==> src/rtl/bl_pkg.sv <==
// ============================================================================
//  Module : bl_pkg
//  Zonal-backlight refresh scheduler shared types, constants and helpers.
//  Rev    : 1.0  initial release
// ============================================================================
`default_nettype none

package bl_pkg;

  localparam int DEF_ZCOLS  = 24;
  localparam int DEF_ZROWS  = 15;
  localparam int DEF_NZONES = DEF_ZCOLS * DEF_ZROWS;

  localparam logic [15:0] FULL  = 16'hFFFF;
  localparam logic [15:0] HALF  = 16'h0100;
  localparam logic [15:0] CHASE = 16'h0FFF;

  typedef enum logic [2:0] {
    MODE_VIDEO  = 3'd0,
    MODE_ALLON  = 3'd1,
    MODE_CHASE  = 3'd2,
    MODE_THIRDS = 3'd3,
    MODE_OFF    = 3'd4
  } mode_e;

  typedef enum logic [2:0] {
    ST_CFG_WAIT = 3'd0,
    ST_IDLE     = 3'd1,
    ST_PULSE    = 3'd2,
    ST_STREAM   = 3'd3,
    ST_FLUSH    = 3'd4,
    ST_DONE     = 3'd5
  } state_e;

  // Codes 4..7 all collapse to the off pattern.
  function automatic mode_e decode_mode(input logic [2:0] m);
    mode_e r;
    case (m)
      3'd0:    r = MODE_VIDEO;
      3'd1:    r = MODE_ALLON;
      3'd2:    r = MODE_CHASE;
      3'd3:    r = MODE_THIRDS;
      default: r = MODE_OFF;
    endcase
    return r;
  endfunction

  function automatic int cnt_w(input int n);
    return (n > 1) ? $clog2(n) : 1;
  endfunction

endpackage

`default_nettype wire

==> src/rtl/bl_pattern_gen.sv <==
// ============================================================================
//  Module : bl_pattern_gen
//  Built-in brightness patterns plus the chase position/frame registers.
//  Rev    : 1.0  initial release
// ============================================================================
`default_nettype none

module bl_pattern_gen
  import bl_pkg::*;
#(
  parameter int ZCOLS     = DEF_ZCOLS,
  parameter int NZONES    = DEF_NZONES,
  parameter int CHASE_DIV = 20
) (
  input  logic                    clk,
  input  logic                    rst_n,
  input  mode_e                   mode_i,
  input  logic [cnt_w(ZCOLS)-1:0] col_i,
  input  logic [8:0]              idx_i,
  input  logic                    frame_end_i,
  output logic [15:0]             pat_o
);

  localparam int              c_cw       = cnt_w(ZCOLS);
  localparam int              c_fw       = cnt_w(CHASE_DIV);
  localparam logic [c_cw-1:0] c_third1   = c_cw'(ZCOLS / 3);
  localparam logic [c_cw-1:0] c_third2   = c_cw'(2 * ZCOLS / 3);
  localparam logic [c_fw-1:0] c_div_last = c_fw'(CHASE_DIV - 1);
  localparam logic [8:0]      c_pos_last = 9'(NZONES - 1);

  logic [c_fw-1:0] r_frame_cnt;
  logic [8:0]      r_chase_pos;

  // Advances only on completed chase frames, so other modes freeze the chase.
  always_ff @(posedge clk or negedge rst_n) begin
    if (!rst_n) begin
      r_frame_cnt <= '0;
      r_chase_pos <= '0;
    end else if (frame_end_i) begin
      if (r_frame_cnt == c_div_last) begin
        r_frame_cnt <= '0;
        r_chase_pos <= (r_chase_pos == c_pos_last) ? 9'd0 : r_chase_pos + 9'd1;
      end else begin
        r_frame_cnt <= r_frame_cnt + 1'b1;
      end
    end
  end

  always_comb begin
    pat_o = '0;
    case (mode_i)
      MODE_ALLON:  pat_o = FULL;
      MODE_CHASE:  if (idx_i == r_chase_pos) pat_o = CHASE;
      MODE_THIRDS: begin
        if (col_i < c_third1)      pat_o = FULL;
        else if (col_i < c_third2) pat_o = HALF;
      end
      default:     pat_o = '0;
    endcase
  end

endmodule

`default_nettype wire

==> src/rtl/bl_refresh_sched.sv <==
// ============================================================================
//  Module : bl_refresh_sched
//  Periodic LED-driver refresh sequencer; define ALS_GAIN_EN for ambient gain.
//  Rev    : 1.0  initial release
// ============================================================================
`default_nettype none

module bl_refresh_sched
  import bl_pkg::*;
#(
  parameter int ZCOLS      = DEF_ZCOLS,
  parameter int ZROWS      = DEF_ZROWS,
  parameter int CFG_CYCLES = 2500,
  parameter int PERIOD     = 35000,
  parameter int PULSE_LEN  = 30,
  parameter int CHASE_DIV  = 20
`ifdef ALS_GAIN_EN
  , parameter int ALS_K    = 3
`endif
) (
  input  logic        clk,
  input  logic        rst_n,
  input  logic [2:0]  mode_i,
  output logic [8:0]  zr_addr_o,
  input  logic [7:0]  zr_data_i,
`ifdef ALS_GAIN_EN
  input  logic [7:0]  als_i,
`endif
  output logic        sdbp_o,
  output logic        wt_we_o,
  output logic [9:0]  wt_addr_o,
  output logic [15:0] wt_data_o,
  output logic        busy_o,
  output logic        frame_done_o
);

  localparam int               c_nzones   = ZCOLS * ZROWS;
  localparam int               c_cw       = cnt_w(ZCOLS);
  localparam int               c_cfgw     = cnt_w(CFG_CYCLES);
  localparam int               c_perw     = cnt_w(PERIOD);
  localparam int               c_plw      = cnt_w(PULSE_LEN);
  localparam logic [c_cfgw-1:0] c_cfg_last = c_cfgw'(CFG_CYCLES - 1);
  localparam logic [c_perw-1:0] c_per_last = c_perw'(PERIOD - 1);
  localparam logic [c_plw-1:0]  c_pl_last  = c_plw'(PULSE_LEN - 1);
  localparam logic [c_cw-1:0]   c_col_last = c_cw'(ZCOLS - 1);
  localparam logic [8:0]        c_idx_last = 9'(c_nzones - 1);

  state_e            r_state, w_next;
  logic [c_cfgw-1:0] r_cfg_cnt;
  logic [c_perw-1:0] r_per_cnt;
  logic [c_plw-1:0]  r_pcnt;
  logic [8:0]        r_idx;
  logic [c_cw-1:0]   r_col;
  mode_e             r_mode;
  logic              r_we;
  logic [9:0]        r_addr;
  logic [15:0]       r_pat;
  logic [15:0]       w_pat;
  logic [15:0]       w_video;
  logic              w_tick;

  assign w_tick = (r_state != ST_CFG_WAIT) && (r_per_cnt == c_per_last);

  always_ff @(posedge clk or negedge rst_n) begin
    if (!rst_n) r_state <= ST_CFG_WAIT;
    else        r_state <= w_next;
  end

  always_comb begin
    w_next = r_state;
    case (r_state)
      ST_CFG_WAIT: if (r_cfg_cnt == c_cfg_last) w_next = ST_IDLE;
      ST_IDLE:     if (w_tick) w_next = ST_PULSE;
      ST_PULSE:    if (r_pcnt == c_pl_last) w_next = ST_STREAM;
      ST_STREAM:   if (r_idx == c_idx_last) w_next = ST_FLUSH;
      ST_FLUSH:    w_next = ST_DONE;
      ST_DONE:     w_next = ST_IDLE;
      default:     w_next = ST_CFG_WAIT;
    endcase
  end

  always_comb begin
    sdbp_o       = 1'b0;
    busy_o       = 1'b0;
    frame_done_o = 1'b0;
    case (r_state)
      ST_PULSE: begin
        sdbp_o = 1'b1;
        busy_o = 1'b1;
      end
      ST_STREAM, ST_FLUSH: busy_o = 1'b1;
      ST_DONE:  frame_done_o = 1'b1;
      default:  ;
    endcase
  end

  // The period counter free-runs once configuration ends; ticks outside IDLE are lost.
  always_ff @(posedge clk or negedge rst_n) begin
    if (!rst_n) begin
      r_cfg_cnt <= '0;
      r_per_cnt <= '0;
      r_pcnt    <= '0;
      r_idx     <= '0;
      r_col     <= '0;
      r_mode    <= MODE_VIDEO;
    end else begin
      if (r_state == ST_CFG_WAIT) r_cfg_cnt <= r_cfg_cnt + 1'b1;
      if (r_state != ST_CFG_WAIT) r_per_cnt <= w_tick ? '0 : r_per_cnt + 1'b1;
      r_pcnt <= (r_state == ST_PULSE) ? r_pcnt + 1'b1 : '0;
      if (r_state == ST_STREAM && w_next == ST_STREAM) begin
        r_idx <= r_idx + 9'd1;
        r_col <= (r_col == c_col_last) ? '0 : r_col + 1'b1;
      end else begin
        r_idx <= '0;
        r_col <= '0;
      end
      if (r_state == ST_IDLE && w_tick) r_mode <= decode_mode(mode_i);
    end
  end

  bl_pattern_gen #(
    .ZCOLS     (ZCOLS),
    .NZONES    (c_nzones),
    .CHASE_DIV (CHASE_DIV)
  ) u_pattern (
    .clk         (clk),
    .rst_n       (rst_n),
    .mode_i      (r_mode),
    .col_i       (r_col),
    .idx_i       (r_idx),
    .frame_end_i ((r_state == ST_DONE) && (r_mode == MODE_CHASE)),
    .pat_o       (w_pat)
  );

  always_ff @(posedge clk or negedge rst_n) begin
    if (!rst_n) begin
      r_we   <= 1'b0;
      r_addr <= '0;
      r_pat  <= '0;
    end else begin
      r_we   <= (r_state == ST_STREAM);
      r_addr <= (r_state == ST_STREAM) ? {1'b0, r_idx} : 10'd0;
      r_pat  <= (r_state == ST_STREAM) ? w_pat : 16'd0;
    end
  end

`ifdef ALS_GAIN_EN
  logic [7:0]  r_als;
  logic [16:0] w_sum;

  always_ff @(posedge clk or negedge rst_n) begin
    if (!rst_n)                         r_als <= '0;
    else if (r_state == ST_IDLE && w_tick) r_als <= als_i;
  end

  assign w_sum   = {1'b0, zr_data_i, 8'h00} + 17'(r_als) * 17'(ALS_K);
  assign w_video = w_sum[16] ? FULL : w_sum[15:0];
`else
  assign w_video = {zr_data_i, 8'h00};
`endif

  // RAM data lands in the same cycle as its registered write strobe.
  assign wt_data_o = (r_we && r_mode == MODE_VIDEO) ? w_video : r_pat;
  assign wt_we_o   = r_we;
  assign wt_addr_o = r_addr;
  assign zr_addr_o = r_idx;

endmodule

`default_nettype wire

==> config.mk <==
export PLATFORM = sky130hd
export DESIGN_NAME = bl_refresh_sched
export DESIGN_NICKNAME = d
export VERILOG_FILES = /design/src/rtl/bl_pkg.sv /design/src/rtl/bl_pattern_gen.sv /design/src/rtl/bl_refresh_sched.sv
export SDC_FILE = /design/constraint.sdc
export NUM_CORES = 1
export LEC_CHECK = 0
export BUFFER_PORTS_ARGS = -buffer_cell sky130_fd_sc_hd__buf_2
export CAP_MARGIN = 20
export CORE_UTILIZATION = 40
export CTS_BUF_LIST = sky130_fd_sc_hd__clkbuf_8
export DETAILED_ROUTE_END_ITERATION = 6
export PLACE_DENSITY_LB_ADDON = 0.05
export SETUP_SLACK_MARGIN = 0.5
export SYNTH_ARGS = -nofsm -noshare
export SYNTH_HDL_FRONTEND = slang
export SYNTH_SLANG_ARGS = --single-unit
==> constraint.sdc <==
create_clock -name clk -period 3 [get_ports clk]
set_input_delay 0.3 -clock clk [delete_from_list [all_inputs] [get_ports clk]]
set_output_delay 0.3 -clock clk [all_outputs]
set_load 0.01 [all_outputs]
==> qor.txt, run 1 <==
=================================================================================
Placeable core region                                                0.009415 mm²
Mean Syn Cell Area                                                      9.912 µm²
Synth Instances                                                               399
Largest net degree at the start of global routing                              39
Syn Std Cell Area                                                    0.003955 mm²
CTS tree                                                                      yes
EDFF count, synth                                                               0
H-tree lvl count                                                                3
Via count of the first global-routing pass                                   2898
Leading register cell type out of synthesis                               dfrtp_1
I/O Pins                                                                       52
Clock net sink count                                                           80
WL/cell                                                                  13.57 µm
PD cells                                                             430.8 mW/mm²
Actual slew at the worst max-slew pin                                   0.5382 ns
Final-report hold violation count                                               0
CTS Buffer Depth                                                                2
Fin worst setup slack                                                   0.8710 ns
Global routing usage summed across all routing layers                      0.1728
Kind of capture point of the worst setup path                        primary output
Antenna violations before repair                                                0
Cell types with the highest counts after synthesis                   dfrtp_1 (80), nand2_1 (54), nor2_1 (28), xor2_1 (23)
Filler cell count                                                             908
Antenna diode instance count                                                    0
Number of flip-flops and latches in the synthesized netlist                    80
Endpoint required time on the critical path                               2.70 ns
CP Data Arrival Time                                                      1.83 ns
CTS buffer count                                                                9
Clock transition at path regs                                             0.07 ns
Final count of negative-setup-slack endpoints                                   0
Die outline width                                                        101.4 µm
Detailed Place HPWL                                                       5505 µm
Total routed wirelength                                                   7829 µm
Number of input and output port buffers inserted                               50
Vias                                                                         2896
Maximum Capacitance Violations                                                  0
Cell taking the most area after synthesis                                 dfrtp_1
Post-layout min period                                                   2.129 ns
Starting Density                                                           0.4201
Kind of start point of the critical path                                     flop
Detail-routed via count per cell                                            5.019
Unique cell type count in the Yosys netlist                                    51
Count of antenna-violating nets left after detailed routing                     0
Fraction of layout instances using a drive strength above 1                0.1763
Area Growth Syn to Fin                                                     13.95%
Final core utilization                                                     0.4787
Total Die Area                                                        0.01029 mm²
Place WS                                                                 1.024 ns
Clock latency of the later-clocked register in the worst-skew pair        0.35 ns
Layout net count                                                              465
Iter 0 DRT Violations                                                         113
Most frequent cell after synthesis                                        dfrtp_1
Worst clock skew                                                      0.008865 ns
Chip height                                                              101.4 µm
Rows                                                                           35
Category of the critical setup timing path                           flop to primary output
Hold Worst Slack                                                        0.2221 ns
Classification of the worst-slack hold path                          input port to flop
FMAX                                                                    469.7 MHz
Leakage power                                                            2.293 nW
Summed negative setup slack over all endpoints                               0 ns
Proportion of netlist area held by the largest area contributor            0.5062
RSZ-0062 raised after global routing                                        false
Total grt overflow                                                              0
Largest voltage drop on the vdd net                                      185.3 µV
Routability-driven placement congestion ratio                              0.7782
First-pass GRT wire length                                               13570 µm
Highest fanout seen on the critical path                                       10
Final max-slew violation count                                                  0
DRT Pass-1 Iters                                                                4
Proportion of synthesized chip area in sequential cells                    0.5062
Fin crit share                                                             0.7097
Outcome                                                                 completed
Synth Warn #                                                                    0
Root Driver                                                              clkbuf_8
Relative slew margins                                                      0.6412
Largest cells by area after synthesis                                dfrtp_1 (51%), nand2_1 (5.1%), xor2_1 (5.1%)
Synth async-reset ratio                                                     1.000
Number of buffers added for setup after CTS                                     0
Post-Synthesis Net Count                                                      420
DRC violation count after routing                                               0
=================================================================================
final timing paths:
path / to / startpoint / cells past startpoint / slack (ns)
min in group asynchronous: u_pattern.r_chase_pos[4]$_DFFE_PN0P_ / rst_n / 2 / 0.48
max reg2reg: u_pattern.r_chase_pos[6]$_DFFE_PN0P_ / r_mode[0]$_DFFE_PN0P_ / 4 / 1.11
min reg2reg: r_cfg_cnt[8]$_DFFE_PN0P_ / r_cfg_cnt[8]$_DFFE_PN0P_ / 1 / 0.46
min: r_mode[2]$_DFFE_PN0P_ / mode_i[2] / 2 / 0.22
max: wt_data_o[8] / r_mode[0]$_DFFE_PN0P_ / 3 / 0.87
max in group asynchronous: wt_we_o$_DFF_PN0_ / rst_n / 3 / 1.81
area by class of cell:
class / count / area, µm² / area share
Multi-Input combinational cell: 288 / 1812 / 0.4020
Timing Repair Buffer: 54 / 285.3 / 0.06330
Inverter: 11 / 41.29 / 0.009162
Clock inverter: 3 / 40.04 / 0.008884
Sequential cell: 80 / 2002 / 0.4442
Clock buffer: 12 / 165.2 / 0.03665
Tap cell: 129 / 161.4 / 0.03581
placed cells by master, fill, tap and decap left out, types with 4 or more instances in the layout:
cell type / synthesis / routed
nand3_1: 21 / 21
ha_1: 8 / 8
dfrtp_1: 80 / 80
xnor2_1: 21 / 21
xor2_1: 23 / 23
and2_1: 12 / 12
nand2_1: 54 / 54
buf_2: 3 / 49
o21ai_0: 6 / 6
nand2b_1: 7 / 7
and3_1: 7 / 7
inv_1: 9 / 9
nand4_1: 18 / 18
nor3_1: 18 / 18
or3_1: 6 / 6
a21o_1: 4 / 4
nor2_1: 28 / 28
nor4_1: 5 / 5
a21oi_1: 7 / 7
buf_4: 8 / 4
clkbuf_8: 0 / 12
repair_timing:
item,4_1_cts,5_1_grt
hold buffers,1,0
hold endpoints to repair,36,0
gates resized for setup,0,1
setup endpoints to repair,0,8
sequential cells by signal (all words and copies together) (netlist names):
name	cells
wt_addr_o	9
r_state	3
u_pattern.r_chase_pos	9
zr_addr_o	9
r_pat	3
r_cfg_cnt	12
r_mode	3
r_pcnt	5
r_col	5
wt_we_o	1
r_per_cnt	16
u_pattern.r_frame_cnt	5
cells by family (layout without fill, tap and decap cells):
group / Yosys count / after routing / share of synthesized area
mux: 6 / 6 / 0.01645
buf+inv: 31 / 80 / 0.03796
compound gates: 29 / 29 / 0.04714
flops: 80 / 80 / 0.5062
fa+ha+maj: 8 / 8 / 0.02531
other cells: 1 / 1 / 0.0009482
simple gates: 200 / 200 / 0.2686
xor+xnor: 44 / 44 / 0.09744
worst max-delay path: stages (launching register included):
cell	delay [ns]
dfrtp_1	0.46
nor4b_4	0.52
mux2_1	0.36
buf_2	0.14
per-layer routing:
layer | share of wire | vias to the layer above | wire (µm) | track usage
met5 | 0 | - | 0 | 0
met4 | 0.011 | 0 | 90 | 0.07469
met3 | 0.033 | 7 | 256 | 0.03313
met2 | 0.46 | 60 | 3596 | 0.2773
met1 | 0.50 | 1376 | 3886 | 0.2290
li1 | - | 1453 | - | -
power by group:
part / total (W) / internal, W / leakage (nW) / switching, W
clock: 0.000820 / 0.000446 / 0.108 / 0.000374
combinational: 0.0000386 / 0.0000117 / 1.09 / 0.0000269
sequential: 0.00108 / 0.00108 / 1.10 / 0.00000388
total: 0.00194 / 0.00154 / 2.29 / 0.000405
stage by stage:
stage                     cells  power (W)  area (µm²)
after floorplan             399   0.001110        3955
after global placement      561   0.001143        4283
after detailed placement    561   0.001143        4283
after CTS                   577   0.001968        4498
after global routing        577   0.002027        4507
final                       577   0.001942        4507
(Power assumes the default switching activity.)
==> inputs of run 2 (changes only) <==
ABC_AREA = 1   (was not set)
clock period = 1.9 ns   (was 3 ns; I/O delays follow)
==> qor.txt, run 2 <==
=====================================================================================
Relative slew margins                                                          0.6582
Number of placed instances, taps included                                         696
CTS tree                                                                          yes
Total Die Area                                                            0.01095 mm²
Post-Synthesis Net Count                                                          540
Layout net count                                                                  632
Cell taking the most area after synthesis                                     dfrtp_1
Final-report hold violation count                                                   0
Global routing usage summed across all routing layers                          0.1869
Most used cells in the layout excluding fill and tap cells               nand2_1 (95), dfrtp_1 (73), inv_1 (65)
Biggest register                                                            r_per_cnt
Filler cell count                                                                 951
Maximum Capacitance Violations                                                      0
Root Driver                                                                  clkbuf_8
Category of the critical setup timing path                               flop to primary output
Clock transition at path regs                                                 0.08 ns
Highest fanout seen on the critical path                                            8
Post-layout min period                                                       1.595 ns
Summed negative setup slack over all endpoints                                   0 ns
Critical Path Sink                                                       wt_data_o[3]
Classification of the worst-slack hold path                              input port to flop
Number of input and output port buffers inserted                                   50
Antenna violations before repair                                                    0
Routability-driven placement congestion ratio                                  0.7714
FMAX                                                                        627.0 MHz
Tot Pwr                                                                    0.003166 W
Number of flip-flops under the largest register name                               16
Kind of start point of the critical path                                         flop
Crit. Startpoint                                                         r_mode[0]$_DFFE_PN0P_
Chip height                                                                  104.6 µm
Largest registers                                                        r_per_cnt x16, r_cfg_cnt x12
Relative contribution of sequential cells to total power                        0.537
Endpoint required time on the critical path                                   1.71 ns
Largest voltage drop on the vdd net                                          375.5 µV
Unique cell type count in the Yosys netlist                                        36
Actual slew at the worst max-slew pin                                       0.5087 ns
CTS buffer count                                                                    9
EDFF count, synth                                                                   0
Proportion of power drawn by the clock network                                  0.444
Die outline width                                                            104.6 µm
Mean Syn Cell Area                                                          8.120 µm²
Final core utilization                                                         0.5539
Via count of the first global-routing pass                                       3374
Most frequent cell after synthesis                                            nand2_1
Final count of negative-setup-slack endpoints                                       0
Fraction of layout instances using a drive strength above 1                    0.3701
Total grt overflow                                                                  0
Sequential cell area                                                     0.002011 mm²
Crit Reg-Reg Startpoint                                                  zr_addr_o[5]$_DFF_PN0_
Most frequent standard cell in the layout excluding fill and tap cells        nand2_1
Synth Instances                                                                   519
Syn Std Cell Area                                                        0.004214 mm²
Count of antenna-violating nets left after detailed routing                         0
CTS Buffer Depth                                                                    2
Iter 0 DRT Violations                                                             164
RSZ-0062 raised after global routing                                             true
Detailed Place HPWL                                                           6504 µm
Clock net sink count                                                               80
NetSw                                                                     0.0006797 W
End of the worst register-to-register path                               r_state[0]$_DFF_PN0_
Synth async-reset ratio                                                         1.000
Largest net degree at the start of global routing                                  38
Cell types with the highest counts after synthesis                       nand2_1 (119), dfrtp_1 (80), inv_1 (72), nor2_1 (66), nand3_1 (33)
Leakage power                                                                2.778 nW
I/O Pins                                                                           52
Cell internal pwr                                                          0.002486 W
Area Growth Syn to Fin                                                         35.09%
PD cells                                                                 556.1 mW/mm²
Starting Density                                                               0.4100
Met3 usage                                                                    0.03681
First-pass GRT wire length                                                   16060 µm
Synth Warn #                                                                        0
Met1 Usage GRT                                                                 0.2731
Area of combinational cells with multiple inputs                         0.002276 mm²
Detail-routed via count per cell                                                4.755
Vias                                                                             3576
Switching portion of total power                                               0.2147
Outcome                                                                     completed
DRT Pass-1 Iters                                                                    4
Fin crit share                                                                 0.8394
Total routed wirelength                                                       9887 µm
Count of non-filler cells in the finished layout                                  752
CP Data Arrival Time                                                          1.40 ns
Worst clock skew                                                           0.01217 ns
Proportion of synthesized chip area in sequential cells                        0.4751
Worst reg-to-reg path cell count                                                    5
Clock latency of the later-clocked register in the worst-skew pair            0.36 ns
Met2 Usage GRT                                                                 0.2715
Rows                                                                               37
Final max-slew violation count                                                      0
WL/cell                                                                      13.15 µm
Proportion of netlist area held by the largest area contributor                0.4751
Share of total power in combinational logic                                     0.019
H-tree lvl count                                                                    3
Kind of capture point of the worst setup path                            primary output
Leading register cell type out of synthesis                                   dfrtp_1
Placeable core region                                                     0.01028 mm²
DRC violation count after routing                                                   0
Largest cells by area after synthesis                                    dfrtp_1 (48%), nand2_1 (11%), inv_1 (6.4%)
GRT busiest layer                                                                met1
Reg-to-reg slack, setup                                                       0.45 ns
Number of flip-flops and latches in the synthesized netlist                        80
Antenna diode instance count                                                        0
=====================================================================================
==> run 2: cell count changes after synthesis, sizes merged, moves of 5 or more <==
cell,previous run,this run
or3,6,0
nand4,19,13
inv,11,78
nand2,54,126
xnor2,21,5
nor4,5,0
nand3,22,38
and3,7,1
clkbuf,9,1
nor2,28,73
nand2b,7,0
o21ai,7,30
and2,12,1
==> run 2: cell type report <==
type                            count  share of cell area
Clock buffer                       10             0.02418
Clock inverter                      6             0.01451
Inverter                           78             0.05736
Multi-Input combinational cell    350              0.3998
Sequential cell                    80              0.3532
Tap cell                          136             0.02989
Timing Repair Buffer               91              0.1200
Timing Repair inverter              1            0.001099
==> run 2: power by group through the flow <==
| stage | Clock (W) | Sequential, W | Combinational, W |
|---|---|---|---|
| after floorplan | 0 | 0.00174 | 0.00000373 |
| after global placement | 0 | 0.00173 | 0.0000592 |
| after detailed placement | 0 | 0.00173 | 0.0000596 |
| after CTS | 0.00145 | 0.00170 | 0.0000617 |
| after global routing | 0.00152 | 0.00170 | 0.0000698 |
| final | 0.00141 | 0.00170 | 0.0000587 |
==> run 2: critical path, stage by stage, from the launching register on <==
cell	delay, ns
dfrtp_1	0.41
nor2_4	0.17
nand3_4	0.13
nand2_2	0.13
inv_2	0.07
buf_2	0.14
==> run 2: metrics by stage <==
step	hold WS (ns)	setup slack [ns]	instance area (µm²)
6_report	0.06938	0.3051	5693
5_1_grt	0.07096	0.2139	5693
4_1_cts	0.07243	0.3076	5179
3_5_place_dp	0.1555	0.3461	4576
3_3_place_gp	0.1585	0.3666	4576
2_1_floorplan	-0.1056	0.5131	4218
==> run 2: what timing repair did <==
item / CTS / global route
endpoints found under the setup margin: 51 / 78
pin swaps: 20 / 41
endpoints found under the hold margin: 28 / 0
setup buffers: 25 / 11
hold buffers: 1 / 0
cloned: 2 / 1
gates resized for setup: 37 / 110
==> run 2: layer usage <==
| layer | wire length, µm | up-vias |
|---|---|---|
| met3 | 269 | 8 |
| li1 | - | 1808 |
| met4 | 118 | 0 |
| met5 | 0 | - |
| met2 | 4472 | 53 |
| met1 | 5027 | 1707 |
==> run 2: cell families after synthesis <==
kind of cell               count (synthesis)  share of synthesized area
and+or+nand+nor                          277                     0.3032
buffers and inverters                     90                    0.09382
DFF                                       80                     0.4751
AOI/OAI and AO/OA                         36                    0.04721
xor gates and xnor gates                  27                    0.05611
adders and majority gates                  8                    0.02375
other                                      1                  0.0008899
==> run 2: worst min path at each step <==
stage	depth (start not counted)	startpoint	slack [ns]	to
finish	3	mode_i[2]	0.07	r_mode[2]$_DFFE_PN0P_
global route	3	mode_i[2]	0.07	r_mode[2]$_DFFE_PN0P_
CTS	3	mode_i[2]	0.07	r_mode[2]$_DFFE_PN0P_
detailed placement	1	rst_n	0.16	r_cfg_cnt[10]$_DFFE_PN0P_
global placement	1	rst_n	0.16	r_cfg_cnt[10]$_DFFE_PN0P_
floorplan	0	rst_n	-0.11	r_cfg_cnt[0]$_DFFE_PN0P_
